$ cat src/rtl/ll_scheduler.sv
// Round-robin push/pop scheduler sharing one linked_list among NUM_LISTS requesters.
// Define LL_SCHED_QUOTA_EN to cap each list at QUOTA entries.
module ll_scheduler #(
    parameter int NUM_ELEMS = 4,
    parameter int NUM_LISTS = 2,
    parameter int QUOTA     = 2,
    parameter int SEL_WIDTH = $clog2(NUM_LISTS),
    parameter int CNT_WIDTH = $clog2(NUM_ELEMS + 1)
) (
    input  logic                 clk,
    input  logic                 rst,
    input  logic [NUM_LISTS-1:0] push_req,
    input  logic [NUM_LISTS-1:0] pop_req,
    output logic [NUM_LISTS-1:0] push_gnt,
    output logic [NUM_LISTS-1:0] pop_gnt,
    output logic                 push,
    output logic                 pop,
    output logic [SEL_WIDTH-1:0] push_sel,
    output logic [SEL_WIDTH-1:0] pop_sel,
    output logic                 full,
    output logic [NUM_LISTS-1:0] empty
);

    if (NUM_LISTS < 2 || NUM_LISTS > NUM_ELEMS) begin : g_bad_lists
        $error("ll_scheduler: NUM_LISTS must be in 2..NUM_ELEMS");
    end
    if (QUOTA < 1 || QUOTA > NUM_ELEMS) begin : g_bad_quota
        $error("ll_scheduler: QUOTA must be in 1..NUM_ELEMS");
    end

    logic [CNT_WIDTH-1:0] count [NUM_LISTS];
    logic [CNT_WIDTH-1:0] total_count;
    logic [SEL_WIDTH-1:0] push_ptr;
    logic [SEL_WIDTH-1:0] pop_ptr;
    logic [NUM_LISTS-1:0] push_elig;
    logic [NUM_LISTS-1:0] pop_elig;
    logic [NUM_LISTS-1:0] push_win;
    logic [NUM_LISTS-1:0] pop_win;
    logic [SEL_WIDTH-1:0] push_idx;
    logic [SEL_WIDTH-1:0] pop_idx;
    logic                 mem_full;

    // First eligible index at or after ptr, wrapping mod NUM_LISTS.
    function automatic logic [NUM_LISTS-1:0] rr_pick(
        input logic [NUM_LISTS-1:0] elig,
        input logic [SEL_WIDTH-1:0] ptr
    );
        logic [NUM_LISTS-1:0] win;
        int idx;
        win = '0;
        idx = 0;
        for (int i = 0; i < NUM_LISTS; i++) begin
            idx = (int'(ptr) + i) % NUM_LISTS;
            if (win == '0 && elig[idx]) win[idx] = 1'b1;
        end
        return win;
    endfunction

    function automatic logic [SEL_WIDTH-1:0] enc(input logic [NUM_LISTS-1:0] win);
        logic [SEL_WIDTH-1:0] sel;
        sel = '0;
        for (int i = 0; i < NUM_LISTS; i++) begin
            if (win[i]) sel = SEL_WIDTH'(i);
        end
        return sel;
    endfunction

    function automatic logic [SEL_WIDTH-1:0] wrap_inc(input logic [SEL_WIDTH-1:0] idx);
        return SEL_WIDTH'((int'(idx) + 1) % NUM_LISTS);
    endfunction

    assign mem_full = (total_count == CNT_WIDTH'(NUM_ELEMS));

    always_comb begin
        push_elig = '0;
        pop_elig  = '0;
        for (int k = 0; k < NUM_LISTS; k++) begin
            pop_elig[k]  = pop_req[k] && (count[k] != '0);
            push_elig[k] = push_req[k] && !mem_full;
`ifdef LL_SCHED_QUOTA_EN
            if (count[k] >= CNT_WIDTH'(QUOTA)) push_elig[k] = 1'b0;
`endif
        end
    end

    assign push_win = rr_pick(push_elig, push_ptr);
    assign pop_win  = rr_pick(pop_elig, pop_ptr);
    assign push_idx = enc(push_win);
    assign pop_idx  = enc(pop_win);

    // Grants are squashed during reset so the list sees nothing in flight.
    assign push_gnt = rst ? '0 : push_win;
    assign pop_gnt  = rst ? '0 : pop_win;
    assign push     = |push_gnt;
    assign pop      = |pop_gnt;
    assign push_sel = rst ? '0 : push_idx;
    assign pop_sel  = rst ? '0 : pop_idx;
    assign full     = mem_full;

    always_comb begin
        empty = '0;
        for (int k = 0; k < NUM_LISTS; k++) begin
            empty[k] = (count[k] == '0);
        end
    end

    always_ff @(posedge clk or posedge rst) begin
        if (rst) begin
            total_count <= '0;
            push_ptr    <= '0;
            pop_ptr     <= '0;
            for (int k = 0; k < NUM_LISTS; k++) begin
                count[k] <= '0;
            end
        end else begin
            for (int k = 0; k < NUM_LISTS; k++) begin
                count[k] <= count[k] + CNT_WIDTH'(push_win[k])
                                     - CNT_WIDTH'(pop_win[k]);
            end
            total_count <= total_count + CNT_WIDTH'(|push_win)
                                       - CNT_WIDTH'(|pop_win);
            if (|push_win) push_ptr <= wrap_inc(push_idx);
            if (|pop_win)  pop_ptr  <= wrap_inc(pop_idx);
        end
    end

endmodule

$ cat config.mk
export PLATFORM = sky130hd
export DESIGN_NAME = ll_scheduler
export DESIGN_NICKNAME = d
export VERILOG_FILES = /design/src/rtl/ll_scheduler.sv
export SDC_FILE = /design/constraint.sdc
export NUM_CORES = 1
export LEC_CHECK = 0
export ABC_AREA = 1
export CAP_MARGIN = 30
export CORE_UTILIZATION = 51
export DETAILED_ROUTE_END_ITERATION = 8
export GPL_TIMING_DRIVEN = 0
export PLACE_DENSITY_LB_ADDON = 0.15
export SYNTH_ARGS = -nofsm -noshare
export SYNTH_HDL_FRONTEND = slang
export SYNTH_SLANG_ARGS = --single-unit
$ cat constraint.sdc
create_clock -name clk -period 6.16 [get_ports clk]
set_clock_uncertainty 0.05 [all_clocks]
set_input_delay 1.232 -clock clk [delete_from_list [all_inputs] [get_ports clk]]
set_output_delay 1.232 -clock clk [all_outputs]
set_load 0.02 [all_outputs]
# Yosys cells after proc, flatten, opt, wreduce, memory -nomap -nowiden
# Cells that the tools add are included.
# totals
wordCells,77
inputBits,6
regBits,11
# classes
mux,28
n_bitwise,4
addsub,10
n_reduce_logical,21
n_eq_ne,1
n_lt_le_gt_ge,8
# op_table
op,count
$mux 1,18
$mux 2,6
$logic_and 1x1->1,10
$add 3x1->3,3
$sub 3x1->3,3
$reduce_or 2->1,4
$logic_not 3->1,2
$lt 2x3->1 const B,2
$reduce_bool 3->1,2
$add 1x1->1 const B,4
$demux 1 s1,4
$ge 2x1->1 const B,2
$logic_not 2->1,2
$lt 1x2->1 const B,2
$or 2x2->2,2
$eq 3x3->1 const B,1
$and 1x1->1 const A,2
$ge 1x1->1 const B,2
$logic_not 1->1,1

# Longest topological paths before layout
# Gate-level depths: netlist of run 1.
# logic_depth
depth_word,12
depth_mapped,12
depth_no_buf,12

# Least setup slack after synthesis of run 1
# Ideal clock, no wire load.
# synth_timing
path_type,input-to-output
start,input port push_req[0]
end,output port push_gnt[1]
arrival_time_ns,1.903
path_buffers,1
path_slack_ns,2.975
stages,4
cell_sequence,inv_1 > o211ai_2 > nor2_1 > buf_4
# synth_via
elab_chain_cells,8
word_cells_on_any_way,12
# synth_rtl
item,line,text
from (decl),12,"input logic [NUM_LISTS-1:0] push_req,"
$logic_and 1x1->1 (*),79,push_elig[k] = push_req[k] && !mem_full;
$mux 1 (not written as such) (2 in a row),54,if (win == '0 && elig[idx]) win[idx] = 1'b1;
$mux 2,54,
$logic_not 2->1,54,
$logic_and 1x1->1,54,
$mux 2 (*),54,
$mux 2 (*),92,assign push_gnt = rst ? '0 : push_win;
to (decl),14,"output logic [NUM_LISTS-1:0] push_gnt,"
# Every way passes the cells marked *; elsewhere a longest branch is shown, timed or not. The select of a mux whose other input is x is not followed.

# Final worst setup path of run 1
# layout_timing
start,input port pop_req[1]
end,output port pop_gnt[1]
# layout_via
elab_chain_cells,8
word_cells_on_any_way,12
# layout_rtl
item,line,text
from (decl),13,"input logic [NUM_LISTS-1:0] pop_req,"
$logic_and 1x1->1 (*),78,pop_elig[k] = pop_req[k] && (count[k] != '0);
$mux 1 (not written as such) (2 in a row),54,
$mux 2,54,
$logic_not 2->1,54,
$logic_and 1x1->1,54,
$mux 2 (*),54,
$mux 2 (*),93,assign pop_gnt = rst ? '0 : pop_win;
to (decl),15,"output logic [NUM_LISTS-1:0] pop_gnt,"
# Marked as above.

==> results.cfg, run 1 <==
[outcome]
run_status = finished clean

[power]
clock_power_share = 0.109
swShare = 0.434
power_leakage_nw = 0.516
netSwitchingPower_mw = 0.198
power.internal_mw = 0.258
max-vdd-ir-drop_mv = 0.248
power_mw = 0.456
powerDensity_mw_per_mm2 = 481
p_comb_frac = 0.563
seqPwrFrac = 0.328

[cts]
numClockSinks = 11
clk_latency_ps = 270
holdBufCountCts = 0
tritoncts = done
cts_buffer_depth = 2
clk_pin_slew_ps = 80
root_buffer = clkbuf_4
cts_setup_buffers = 0
cts-resized-gates = 0
cts_buffers = 3
cts_max_level = 1

[setup_path]
crit_required_ps = 4880
r2r_setup_slack_ps = 4000
cp_slowest_stage_delay_ps = 580
setup.worst_path.end = pop_gnt[1]
slowest_stage = clkdlybuf4s50_1
endpoint_kind = primary output
reg2regPathDepth = 12
crit_type = in2out
crit_start = pop_req[1]
cp.depth = 6
cpMostUsedCell = clkdlybuf4s50_1
crit_family = buffers and inverters
crit_buf_inv = 3
critPathMaxFanout = 3
path_cells = clkdlybuf4s50_1 > a21boi_0 > nand2_1 > nor2_2 > buf_4 > clkdlybuf4s50_1
reg2reg_to = count[2]
cp.arrival_ps = 2830
critPathLaunchType = primary input
r2r-start = count[4]

[logic_synthesis]
syn_area_sq_um = 742
synth_top_area_cell = dfrtp_1
yosysMostFrequentCell = inv_1
ys_warn_count = 0
synth.distinct_cells = 18
synth_top_family_by_area = adder cells
ys_seq_area_frac = 0.371
post_synth.cell_area_avg_sq_um = 9.05
ys.flop_type = dfrtp_1
yosys-top-cells-area = dfrtp_1 37%, inv_1 11%, ha_1 10%
yosys.area_share.simple = 0.174
synth-async-reset-ratio = 1.00
syn-num-nets = 97
synth_compound_area_frac = 0.0725
synthCells = 82
ys_ff_latch = 11
synth_xor_area_frac = 0.0590
synth_adder_area_share = 0.182
synthMuxAreaShare = 0
synth_top_area_frac = 0.371
synth_commonest_cells = 22 x inv_1, 11 x dfrtp_1, 10 x nand2_1
synth_edf_count = 0

[drt]
dr.pass1.iters = 2
num_vias = 522
wirelength_mm = 1.14
avgViaCountPerCell = 4.46
drt_iter0_drc = 2
wire_per_inst_microns = 9.75
ant_nets = 0
drc_errors = 0

[place]
pre_cts_ws_ps = 2050
dp_cells = 113
portBuffers = 16
globalplace.congestion = 0.690
dp.final_hpwl_microns = 935

[floorplan]
die_area_sq_mm = 0.00161
initial_utilization = 0.556
die_w_microns = 40.1
die_y_microns = 40.1
coreArea_sq_mm = 0.00133
ios = 17
rows = 13

[timing]
slew_viol_final = 0
tightest_slew_ps = 428
hold_viol_final = 0
rsz0062_at_grt = false
fin_ws_ps = 2040
fin_crit_ps = 4120
slew_headroom = 0.714
fin_setup_tns_ps = 0
finalCritPeriodShare = 0.668
finalSetupViolations = 0
max_clock_freq_ghz = 0.243

[cells_and_area]
utilization = 0.711
nets = 118
syn_to_final_growth_pct = 27.8
layout.cells.non_filler = 117
drive_above_1_share = 0.216
diodes = 0

[global_routing]
grt_pass1_vias = 477
grt.total_usage = 0.187
grt_first_pass_wirelength_mm = 1.92
grt_max_degree = 12
grt.overflow.total = 0
antenna_found_initial = 0

[min_path]
hold_depth = 1
hold_path_class = reg2reg

[job]
cap_violations = 0
==> worst min-delay path by stage <==
stage / slack, ps / from / end
floorplan: 430 / push_ptr / push_ptr
global placement: 450 / push_ptr / push_ptr
detailed placement: 460 / total_count[0] / total_count[0]
CTS: 480 / total_count[0] / total_count[0]
global route: 490 / total_count[0] / total_count[0]
finish: 480 / total_count[0] / total_count[0]
==> worst register-to-register path, stage by stage, from the launching register on <==
cell,delay [ps]
dfrtp_1,430
nor2_2,160
nand2_2,90
nand3_2,70
nand2_1,70
inv_1,70
ha_1,210
inv_1,60
ha_1,120
inv_1,40
fa_1,380
xnor2_1,150
xor2_1,140
==> cells by family after synthesis <==
| family | Yosys count |
|---|---|
| AOI/OAI and AO/OA | 6 |
| xor gates and xnor gates | 5 |
| adders and majority gates | 9 |
| buffers and inverters | 26 |
| DFF | 11 |
| and+or+nand+nor | 25 |
==> flip-flops by register name, indices dropped and copies added (netlist names) <==
register and cells:
count 6, push_ptr 1, total_count 3, pop_ptr 1
==> layout by cell type, fill, tap and decap left out <==
cell type / Yosys / final
dfrtp_1: 11 / 11
inv_2: 2 / 2
inv_1: 22 / 22
nand2_1: 10 / 10
a21boi_1: 1 / 1
a21oi_1: 1 / 1
nand3_2: 2 / 2
o21ai_2: 1 / 1
clkbuf_4: 0 / 3
clkinv_2: 0 / 1
nor2_2: 4 / 4
buf_4: 2 / 2
xor2_1: 3 / 3
nand2_2: 5 / 5
fa_1: 3 / 3
a21boi_0: 1 / 1
xnor2_1: 2 / 2
ha_1: 6 / 6
o211ai_2: 2 / 2
nor2_1: 4 / 4
clkdlybuf4s50_1: 0 / 16
==> power by group through the flow <==
stage / sequential, mW / clock, mW / combinational, mW
3_5_place_dp: 0.151 / 0 / 0.262
6_report: 0.150 / 0.0498 / 0.256
2_1_floorplan: 0.145 / 0 / 0.193
5_1_grt: 0.155 / 0.0566 / 0.297
3_3_place_gp: 0.149 / 0 / 0.252
4_1_cts: 0.150 / 0.0527 / 0.263
==> layout make-up <==
class,instances,area [sq um]
repair buffers,16,160
well taps,15,18.8
fillers,110,385
plain buffers,2,15.0
clock buffers,3,22.5
multi-input cells,45,362
flip-flops and latches,11,275
clock inverters,1,5.00
inverters,24,90.1
==> layer usage <==
metal  vias up  part of all wire  wire length, microns  track usage
li1        277                 -                     -            -
met1       233              0.50                   573        0.252
met2        10              0.46                   522        0.282
met3         2             0.034                    39       0.0500
met4         0            0.0053                     6       0.0776
met5         -                 0                     0            0
==> stage by stage <==
stage          area (sq um)  hold WS, ps
5_1_grt                 948          488
3_5_place_dp            921          465
6_report                948          478
2_1_floorplan           742          433
3_3_place_gp            921          455
4_1_cts                 948          484
No activity file was read; power rests on OpenSTA's default activity.
==> run 2, diff against run 1 <==
CORE_UTILIZATION = 43   (was 51)
clock period = 3.5 ns   (was 6.16 ns; I/O delays follow)
==> run 2 against run 1 <==
The flow now finishes with violations (design-rule violations). Worst hold slack gained 1.3 ps. Critical path type unchanged. Die area grew 18%. Global-route usage shrank 1.2 points. Setup slack lost 1600 ps. Critical endpoint unchanged. Power grew 77%. Clock power grew 73%. Combinational power grew 79%. Non-clock buffer count is the same. Via count grew 4.2%. Final cell count grew 0.85%. First-iteration DRC count grew 100%. Sequential cell count is the same.
==> results.cfg, run 2 (synthesis results as in run 1) <==
[setup_path]
critPathMaxFanout = 3
path_cells = clkdlybuf4s50_1 > a21boi_0 > nand2_1 > nor2_2 > buf_4 > clkdlybuf4s50_1
slowest_stage = clkdlybuf4s50_1
crit_required_ps = 2750
cp_slowest_stage_delay_ps = 580
reg2regPathDepth = 11
crit_family = buffers and inverters
reg2reg_to = count[2]
cpMostUsedCell = clkdlybuf4s50_1
cp.arrival_ps = 2330
endpoint_kind = primary output
r2r_setup_slack_ps = 1330
crit_type = in2out
r2r-start = count[1]
crit_buf_inv = 3
critPathLaunchType = primary input

[cts]
numClockSinks = 11
clk_pin_slew_ps = 70
cts_buffers = 3
cts_setup_buffers = 0
holdBufCountCts = 0
clk_latency_ps = 270
cts-resized-gates = 0
root_buffer = clkbuf_4
tritoncts = done
cts_max_level = 1
cts_buffer_depth = 2

[drt]
met2_length_microns = 532
avgViaCountPerCell = 4.61
drc_errors = 4
drt_iter0_drc = 4
wl_met1_microns = 600
top_layer_used = met4
wirelength_mm = 1.23
route.met3.wl_microns = 71
wire_per_inst_microns = 10.5
num_vias = 544
ant_nets = 0
dr.pass1.iters = 5

[timing]
hold_viol_final = 0
slew_viol_final = 0
fin_crit_ps = 3080
fin_setup_tns_ps = 0
holdWs_ps = 480
fin_ws_ps = 419
tightest_slew_ps = 432
finalSetupViolations = 0
max_clock_freq_ghz = 0.325
slew_headroom = 0.712
finalCritPeriodShare = 0.880
rsz0062_at_grt = false

[cells_and_area]
layout.cells.non_filler = 118
largest_reg_flops = 6
nets = 118
layout_commonest_cell = inv_1
reg_top3 = count x6, total_count x3
diodes = 0
regMostFlops = count
utilization = 0.608
design_area_sq_um = 948
most-common-layout-cells = 22 x inv_1, 16 x clkdlybuf4s50_1, 11 x dfrtp_1, 10 x nand2_1, 6 x ha_1
syn_to_final_growth_pct = 27.8
drive_above_1_share = 0.206

[global_routing]
grt_max_degree = 12
grt.overflow.total = 0
grt.total_usage = 0.175
grt_first_pass_wirelength_mm = 2.34
antenna_found_initial = 0
grt_pass1_vias = 574

[place]
place_area_sq_um = 922
dp.final_hpwl_microns = 998
globalplace.congestion = 0.773
pre_cts_ws_ps = 414
portBuffers = 16
dp_cells = 114

[floorplan]
ios = 17
die_y_microns = 43.5
initial_utilization = 0.476
coreArea_sq_mm = 0.00156
rows = 14
die_area_sq_mm = 0.00190
die_w_microns = 43.5

[min_path]
min-delay-start = count[3]
hold_depth = 1
whs_endpoint = count[3]
hold_path_class = reg2reg

[power]
max-vdd-ir-drop_mv = 0.464
power_leakage_nw = 0.514
powerDensity_mw_per_mm2 = 849
power_mw = 0.805

[job]
cap_violations = 0

[outcome]
violations = design-rule violations
run_status = complete, but fails checks
-- run 2: cell types whose count changed in the layout (fill, tap and decap cells not counted), sizes merged --
cell	before	now
clkinv	1	0
clkbuf	3	4
-- run 2: metal layers --
metal | track usage | vias up
li1 | - | 278
met1 | 0.231 | 247
met2 | 0.257 | 15
met3 | 0.0417 | 4
met4 | 0.113 | 0
met5 | 0 | -
-- run 2: area by class of cell --
class | count | area (sq um)
plain buffers | 2 | 15.0
flip-flops and latches | 11 | 275
repair buffers | 16 | 160
well taps | 16 | 20.0
multi-input cells | 45 | 362
clock buffers | 4 | 26.3
fillers | 154 | 611
inverters | 24 | 90.1
-- run 2: worst max-delay path by stage --
stage                     from         end  slack (ps)  depth (start not counted)
finish              pop_req[1]  pop_gnt[1]         420                          6
global route        pop_req[1]  pop_gnt[1]         350                          6
CTS                 pop_req[1]  pop_gnt[1]         400                          6
detailed placement  pop_req[1]  pop_gnt[1]         410                          6
global placement    pop_req[1]  pop_gnt[1]         430                          6
floorplan           pop_req[1]    count[2]        1270                         10
-- run 2: report_power, final --
part           switching, mW  internal, mW
Clock                 0.0422        0.0441
Combinational          0.246         0.212
Sequential            0.0581         0.202
